File: src/rtl/seq_detect_multi.sv
// seq_detect_multi: multi-channel 2-bit symbol sequence detector.
// Every channel tracks its own symbol stream against one shared, run-time
// loadable pattern and reports a registered match pulse (z1), a registered
// partial-match flag (z2) and a saturating match counter.
//
// rst_n asserts asynchronously. Its release is expected to be synchronous to
// clk (synchronised upstream), so the first edge after release is a normal
// working edge and no internal release stage delays it.
module seq_detect_multi #(
    parameter int                   CH      = 4,
    parameter int                   DEPTH   = 4,
    parameter int                   OVERLAP = 1,
    parameter int                   CNT_W   = 8,
    parameter logic [2*DEPTH-1:0]   RST_PAT = 8'b00_01_11_01
) (
    input  logic                  clk,
    input  logic                  rst_n,
    input  logic                  en,
    input  logic [CH-1:0]         x1,
    input  logic [CH-1:0]         x2,
    input  logic                  load,
    input  logic [2*DEPTH-1:0]    pattern,
    input  logic                  clr_cnt,
    output logic [CH-1:0]         z1,
    output logic [CH-1:0]         z2,
    output logic [CH*CNT_W-1:0]   match_cnt
);

    localparam int              HW             = 2 * DEPTH;
    localparam int              FW             = $clog2(DEPTH + 1);
    localparam logic [CNT_W-1:0] CNT_MAX        = '1;
    localparam bit              CLEAR_ON_MATCH = (OVERLAP == 0);

    logic [HW-1:0] pat_q;

    // Shared pattern register: reset value, replaced on load.
    // NOTE: state is always updated with non-blocking assignments so every
    // register samples the pre-edge value of every other register.
    always_ff @(posedge clk or negedge rst_n) begin
        if (!rst_n) begin
            pat_q <= RST_PAT;
        end else if (load) begin
            pat_q <= pattern;
        end
    end

    for (genvar c = 0; c < CH; c++) begin : g_ch
        // Only the newest DEPTH-1 symbols are stored; together with the
        // incoming symbol they form the full DEPTH-symbol window.
        // Symbol 0 (bits [1:0]) of the window is the oldest.
        logic [HW-3:0]      hist_q;
        logic [HW-1:0]      hist_d;
        logic [FW-1:0]      fill_q;
        logic [FW-1:0]      fill_d;
        logic               full_match;
        logic               partial;
        logic               suffix_ok;
        logic               hit;
        logic               z1_q;
        logic               z2_q;
        logic [CNT_W-1:0]   cnt_q;

        // Post-shift window, fill, full match and longest proper
        // suffix-prefix (only whether it is non-zero matters for z2).
        // NOTE: every variable gets a default at the top of the block so no
        // path leaves it unassigned and no latch is inferred.
        always_comb begin
            hist_d     = {x1[c], x2[c], hist_q};
            fill_d     = (fill_q == FW'(DEPTH)) ? fill_q : fill_q + FW'(1);
            full_match = (fill_d == FW'(DEPTH)) && (hist_d == pat_q);
            partial    = 1'b0;
            suffix_ok  = 1'b0;
            for (int k = 1; k < DEPTH; k++) begin
                suffix_ok = (FW'(k) <= fill_d);
                for (int j = 0; j < k; j++) begin
                    if (hist_d[2*(DEPTH-k+j) +: 2] != pat_q[2*j +: 2]) begin
                        suffix_ok = 1'b0;
                    end
                end
                if (suffix_ok) begin
                    partial = 1'b1;
                end
            end
        end

        // A counted match needs an enabled, non-load edge.
        assign hit = en && !load && full_match;

        // Per-channel tracking state and registered flags.
        always_ff @(posedge clk or negedge rst_n) begin
            if (!rst_n) begin
                hist_q <= '0;
                fill_q <= '0;
                z1_q   <= 1'b0;
                z2_q   <= 1'b0;
            end else if (load) begin
                hist_q <= '0;
                fill_q <= '0;
                z1_q   <= 1'b0;
                z2_q   <= 1'b0;
            end else if (en) begin
                // Without overlap a match restarts tracking; the stale window
                // contents are harmless because fill gates every comparison.
                hist_q <= hist_d[HW-1:2];
                fill_q <= (full_match && CLEAR_ON_MATCH) ? '0 : fill_d;
                z1_q   <= full_match;
                z2_q   <= partial && !(full_match && CLEAR_ON_MATCH);
            end else begin
                z1_q   <= 1'b0;
            end
        end

        // Saturating match counter; clear wins over a simultaneous match.
        always_ff @(posedge clk or negedge rst_n) begin
            if (!rst_n) begin
                cnt_q <= '0;
            end else if (clr_cnt) begin
                cnt_q <= '0;
            end else if (hit && (cnt_q != CNT_MAX)) begin
                cnt_q <= cnt_q + CNT_W'(1);
            end
        end

        assign z1[c]                        = z1_q;
        assign z2[c]                        = z2_q;
        assign match_cnt[c*CNT_W +: CNT_W]  = cnt_q;
    end

endmodule

File: config.mk
export PLATFORM = sky130hd
export DESIGN_NAME = seq_detect_multi
export DESIGN_NICKNAME = d
export VERILOG_FILES = /design/src/rtl/seq_detect_multi.sv
export SDC_FILE = /design/constraint.sdc
export NUM_CORES = 1
export LEC_CHECK = 0
export CELL_PAD_IN_SITES_DETAIL_PLACEMENT = 0
export CELL_PAD_IN_SITES_GLOBAL_PLACEMENT = 1
export CORE_AREA = 4 4 118 120
export CTS_BUF_LIST = sky130_fd_sc_hd__clkbuf_8
export DETAILED_ROUTE_END_ITERATION = 12
export DIE_AREA = 0 0 122 124
export PLACE_DENSITY_LB_ADDON = 0.1
export SYNTH_ARGS = -nofsm -noshare
export SYNTH_HDL_FRONTEND = slang
export SYNTH_SLANG_ARGS = --single-unit
File: constraint.sdc
create_clock -name clk -period 4.33 [get_ports clk]
set_input_delay 0.433 -clock clk [delete_from_list [all_inputs] [get_ports clk]]
set_output_delay 0.433 -clock clk [all_outputs]
set_load 0.03 [all_outputs]
==> reports/qor.csv <==
stage,metric,value,unit
setup_path,"Slowest-stage cell, CP",nand4_1,
logic_synthesis,Synth Area in XOR/XNOR,14.4,%
sta,Slew @ Worst Pin,0.747,ns
clock_tree,CTS resizes,0,
floorplan,area of the core,13000,sq um
logic_synthesis,multiplexer area fraction after synthesis,9.00,%
power_and_ir_drop,Clock Power Share,31.8,%
logic_synthesis,sequential fraction of the synthesis area,39.8,%
clock_tree,Post-CTS Setup Bufs,0,
setup_path,worst-path maximum fanout,13,
clock_tree,CTS tree,built,
logic_synthesis,Post-synth EDFFs,0,
clock_tree,"Hold-fix buffers, CTS",0,
clock_tree,CTS HTree Levels,3,
final_layout,post-route cell area,6090,sq um
clock_tree,clk sinks,84,
setup_path,crit path capture type,flip-flop,
floorplan,vertical die dimension,124,um
power_and_ir_drop,"Power, Total",1.73,mW
final_layout,layout cells sized above 1,7.86,%
setup_path,"Arr. time, crit path",3.31,ns
route,WL per Instance,16.3,um
logic_synthesis,Simple-Gate Fraction of Synth Area,17.7,%
logic_synthesis,Most used DFF post-synth,dfrtp_1,
final_layout,"commonest cells after routing, fill and taps aside","dfrtp_1 (80), nor2_1 (58), clkdlybuf4s50_1 (57)",
setup_path,Reg2Reg Capture Point,g_ch[2].cnt_q[5]$_DFFE_PN0P_,
clock_tree,"CTS clk-pin slew, worst paths",0.09,ns
placed_design,Placer Congestion,0.845,
floorplan,Die X,122,um
power_and_ir_drop,PwrDens,284,nW/um^2
floorplan,die area,15100,sq um
floorplan,I/O pin cnt,61,
global_route,GRT busiest layer,met2,
global_route,antenna violations before repair,0,
setup_path,Setup CP Type,reg2reg,
logic_synthesis,post-synth design cell area,5300,sq um
placed_design,Area after DPL,5900,sq um
placed_design,DP HPWL,8340,um
sta,setup ws final,1.27,ns
power_and_ir_drop,net switching power,514,uW
route,routed vias/inst,5.33,
floorplan,starting density of the core,40.8,%
global_route,vias in the first global route,4056,
setup_path,Worst Path Buf+Inv,1,
route,initial DRC count,242,
setup_path,"delay-heaviest family, CP",simple AND/OR/NAND/NOR gates,
route,Antenna Nets Post-Route,0,
setup_path,"most used cell, CP",nor4_1,
power_and_ir_drop,Sw Share,29.8,%
placed_design,Setup WS pre-CTS,1.29,ns
logic_synthesis,Synthesized Nets,594,
clock_tree,root buffer cell,clkbuf_8,
sta,final hold vios,0,
logic_synthesis,Mapped Cells,557,
setup_path,reg2reg start,g_ch[2].fill_q[0]$_DFFE_PN0P_,
route,total number of vias,4059,
logic_synthesis,Compound-Gate Fraction of Synth Area,9.66,%
logic_synthesis,Synth cell types,52,
logic_synthesis,largest family of logic cells by synthesized area,simple AND/OR/NAND/NOR gates,
setup_path,"setup slack, reg-to-reg",1.27,ns
sta,crit share post-route,70.6,%
route,drt total wl,12400,um
run,Max Cap Viol,0,
power_and_ir_drop,Seq pwr share,50.7,%
logic_synthesis,"FF+latch count, synth",84,
global_route,first-pass GRT wire length,21100,um
sta,clock skew,0.0106,ns
clock_tree,Num CTS Buffers,9,
final_layout,# diodes,0,
final_layout,synth-to-layout area growth,14.9,%
setup_path,crit path launch type,flip-flop,
global_route,overall global routing resource usage,17.7,%
logic_synthesis,syn avg cell area,9.51,sq um
power_and_ir_drop,Leak Pwr,2.55,nW
clock_tree,Longest Clk Path Bufs,2,
floorplan,# rows,42,
global_route,largest net degree at the start of global routing,56,
sta,RSZ-0062 raised after global routing,no,
worst_hold_path,worst hold path class,in2async,
run_status,status,"finished, final reports clean",
setup_path,worst reg2reg path depth,7,
global_route,met1 Use GR,25.3,%
route,drt drc,0,
route,DRT Pass-1 Iters,4,
sta,Final setup viols,0,
power_and_ir_drop,Logic pwr share,17.5,%
final_layout,Nets,617,
power_and_ir_drop,P_int,1.21,mW
global_route,Overflow after GRT,0,
sta,Worst slew margin,50.2,%
global_route,grt met3 use,4.50,%
final_layout,"most common cell after layout, fill and taps aside",dfrtp_1,
global_route,routing usage on met2,27.0,%
sta,fmax,327,MHz
setup_path,cell-by-cell trace of the critical path,inv_1 -> ha_1 -> or3b_2 -> nor4_1 -> nand4_1 -> nor4_1 -> mux2_2,
placed_design,PortBufs,60,
sta,fin crit period,3.06,ns
sta,Slew Limit Fails,0,
logic_synthesis,Synth Warn #,0,
setup_path,"slowest stage delay, CP",0.49,ns
power_and_ir_drop,Worst VDD drop,0.000226,V
clock_tree,Worst-Skew Late Latency,0.37,ns
sta,Final TNS setup,0,ns
setup_path,Worst EP required,4.58,ns
sta,Fin Hold WS,0.130,ns
logic_synthesis,adder-cell share of the synthesized area,3.78,%
logic_synthesis,Async SR Flop Fraction,100,%
-- cells in the mapped netlist, drive strengths merged (4+ instances only) --
cell | number | share of area (%)
nand4 | 10 | 1.2
mux2 | 13 | 2.8
nor3 | 6 | 0.57
ha | 16 | 3.8
or4 | 7 | 1.1
nand2b | 6 | 0.71
xor2 | 53 | 8.8
nand3 | 17 | 1.6
o21ai | 22 | 2.1
xnor2 | 34 | 5.6
or3 | 12 | 1.4
dfrtp | 80 | 38
nor2 | 58 | 4.1
mux2i | 33 | 6.2
dfstp | 4 | 2.0
inv | 14 | 0.99
or3b | 4 | 0.66
nand2 | 16 | 1.1
buf | 18 | 2.1
clkbuf | 36 | 2.6
nor2b | 9 | 1.1
a21oi | 26 | 2.5
a311oi | 9 | 1.5
nor4 | 14 | 1.7
and3 | 4 | 0.47
-- worst max-delay path by stage --
stage,from,to,depth (start not counted)
3_3_place_gp,g_ch[2].fill_q[0]$_DFFE_PN0P_,g_ch[2].cnt_q[1]$_DFFE_PN0P_,7
3_5_place_dp,g_ch[2].fill_q[0]$_DFFE_PN0P_,g_ch[2].cnt_q[5]$_DFFE_PN0P_,7
6_report,g_ch[2].fill_q[0]$_DFFE_PN0P_,g_ch[2].cnt_q[5]$_DFFE_PN0P_,7
2_1_floorplan,g_ch[3].fill_q[0]$_DFFE_PN0P_,g_ch[3].cnt_q[5]$_DFFE_PN0P_,8
4_1_cts,g_ch[2].fill_q[0]$_DFFE_PN0P_,g_ch[2].cnt_q[5]$_DFFE_PN0P_,7
5_1_grt,g_ch[2].fill_q[0]$_DFFE_PN0P_,g_ch[2].cnt_q[5]$_DFFE_PN0P_,7
-- cell families after synthesis --
family                     after synthesis
AOI/OAI and AO/OA                       80
DFF                                     84
muxes                                   46
xor gates and xnor gates                87
and+or+nand+nor                        176
adders and majority gates               16
buffers and inverters                   68
-- per-layer routing --
layer / part of all wire, % / up-vias / routed length (um)
met5: 0 / - / 0
met4: 0.93 / 0 / 116
met3: 4.1 / 7 / 515
met2: 45 / 81 / 5580
met1: 50 / 1995 / 6200
li1: - / 1976 / -
-- power groups by stage --
stage / Sequential, mW / Combinational, mW / Clock [mW]
2_1_floorplan: 0.844 / 0.259 / 0
3_3_place_gp: 0.891 / 0.301 / 0
3_5_place_dp: 0.892 / 0.304 / 0
4_1_cts: 0.876 / 0.307 / 0.575
5_1_grt: 0.882 / 0.342 / 0.607
6_report: 0.876 / 0.303 / 0.549
-- layout make-up --
class	count	area (sq um)
multi-input cells	405	2890
clock buffers	9	124
repair buffers	66	633
well taps	176	220
fillers	1302	6890
inverters	14	52.6
clock inverters	7	61.3
flip-flops and latches	84	2110
-- sequential cells by signal, summed over array words and instances, names as in the netlist --
register	count
g_ch.hist_q	24
g_ch.z1_q	4
g_ch.fill_q	12
pat_q	8
g_ch.cnt_q	32
g_ch.z2_q	4
-- per-stage QoR --
stage / util [%] / instances
6_report: 46.9 / 761
5_1_grt: 46.9 / 761
4_1_cts: 46.9 / 761
3_5_place_dp: 45.5 / 745
3_3_place_gp: 45.5 / 745
2_1_floorplan: - / 557
-- worst reg2reg max path, stage by stage, from the launching register on --
cell and delay [ns]:
dfrtp_1 0.46, inv_1 0.10, ha_1 0.33, or3b_2 0.46
nor4_1 0.28, nand4_1 0.49, nor4_1 0.45, mux2_2 0.37
(Power assumes the default switching activity.)
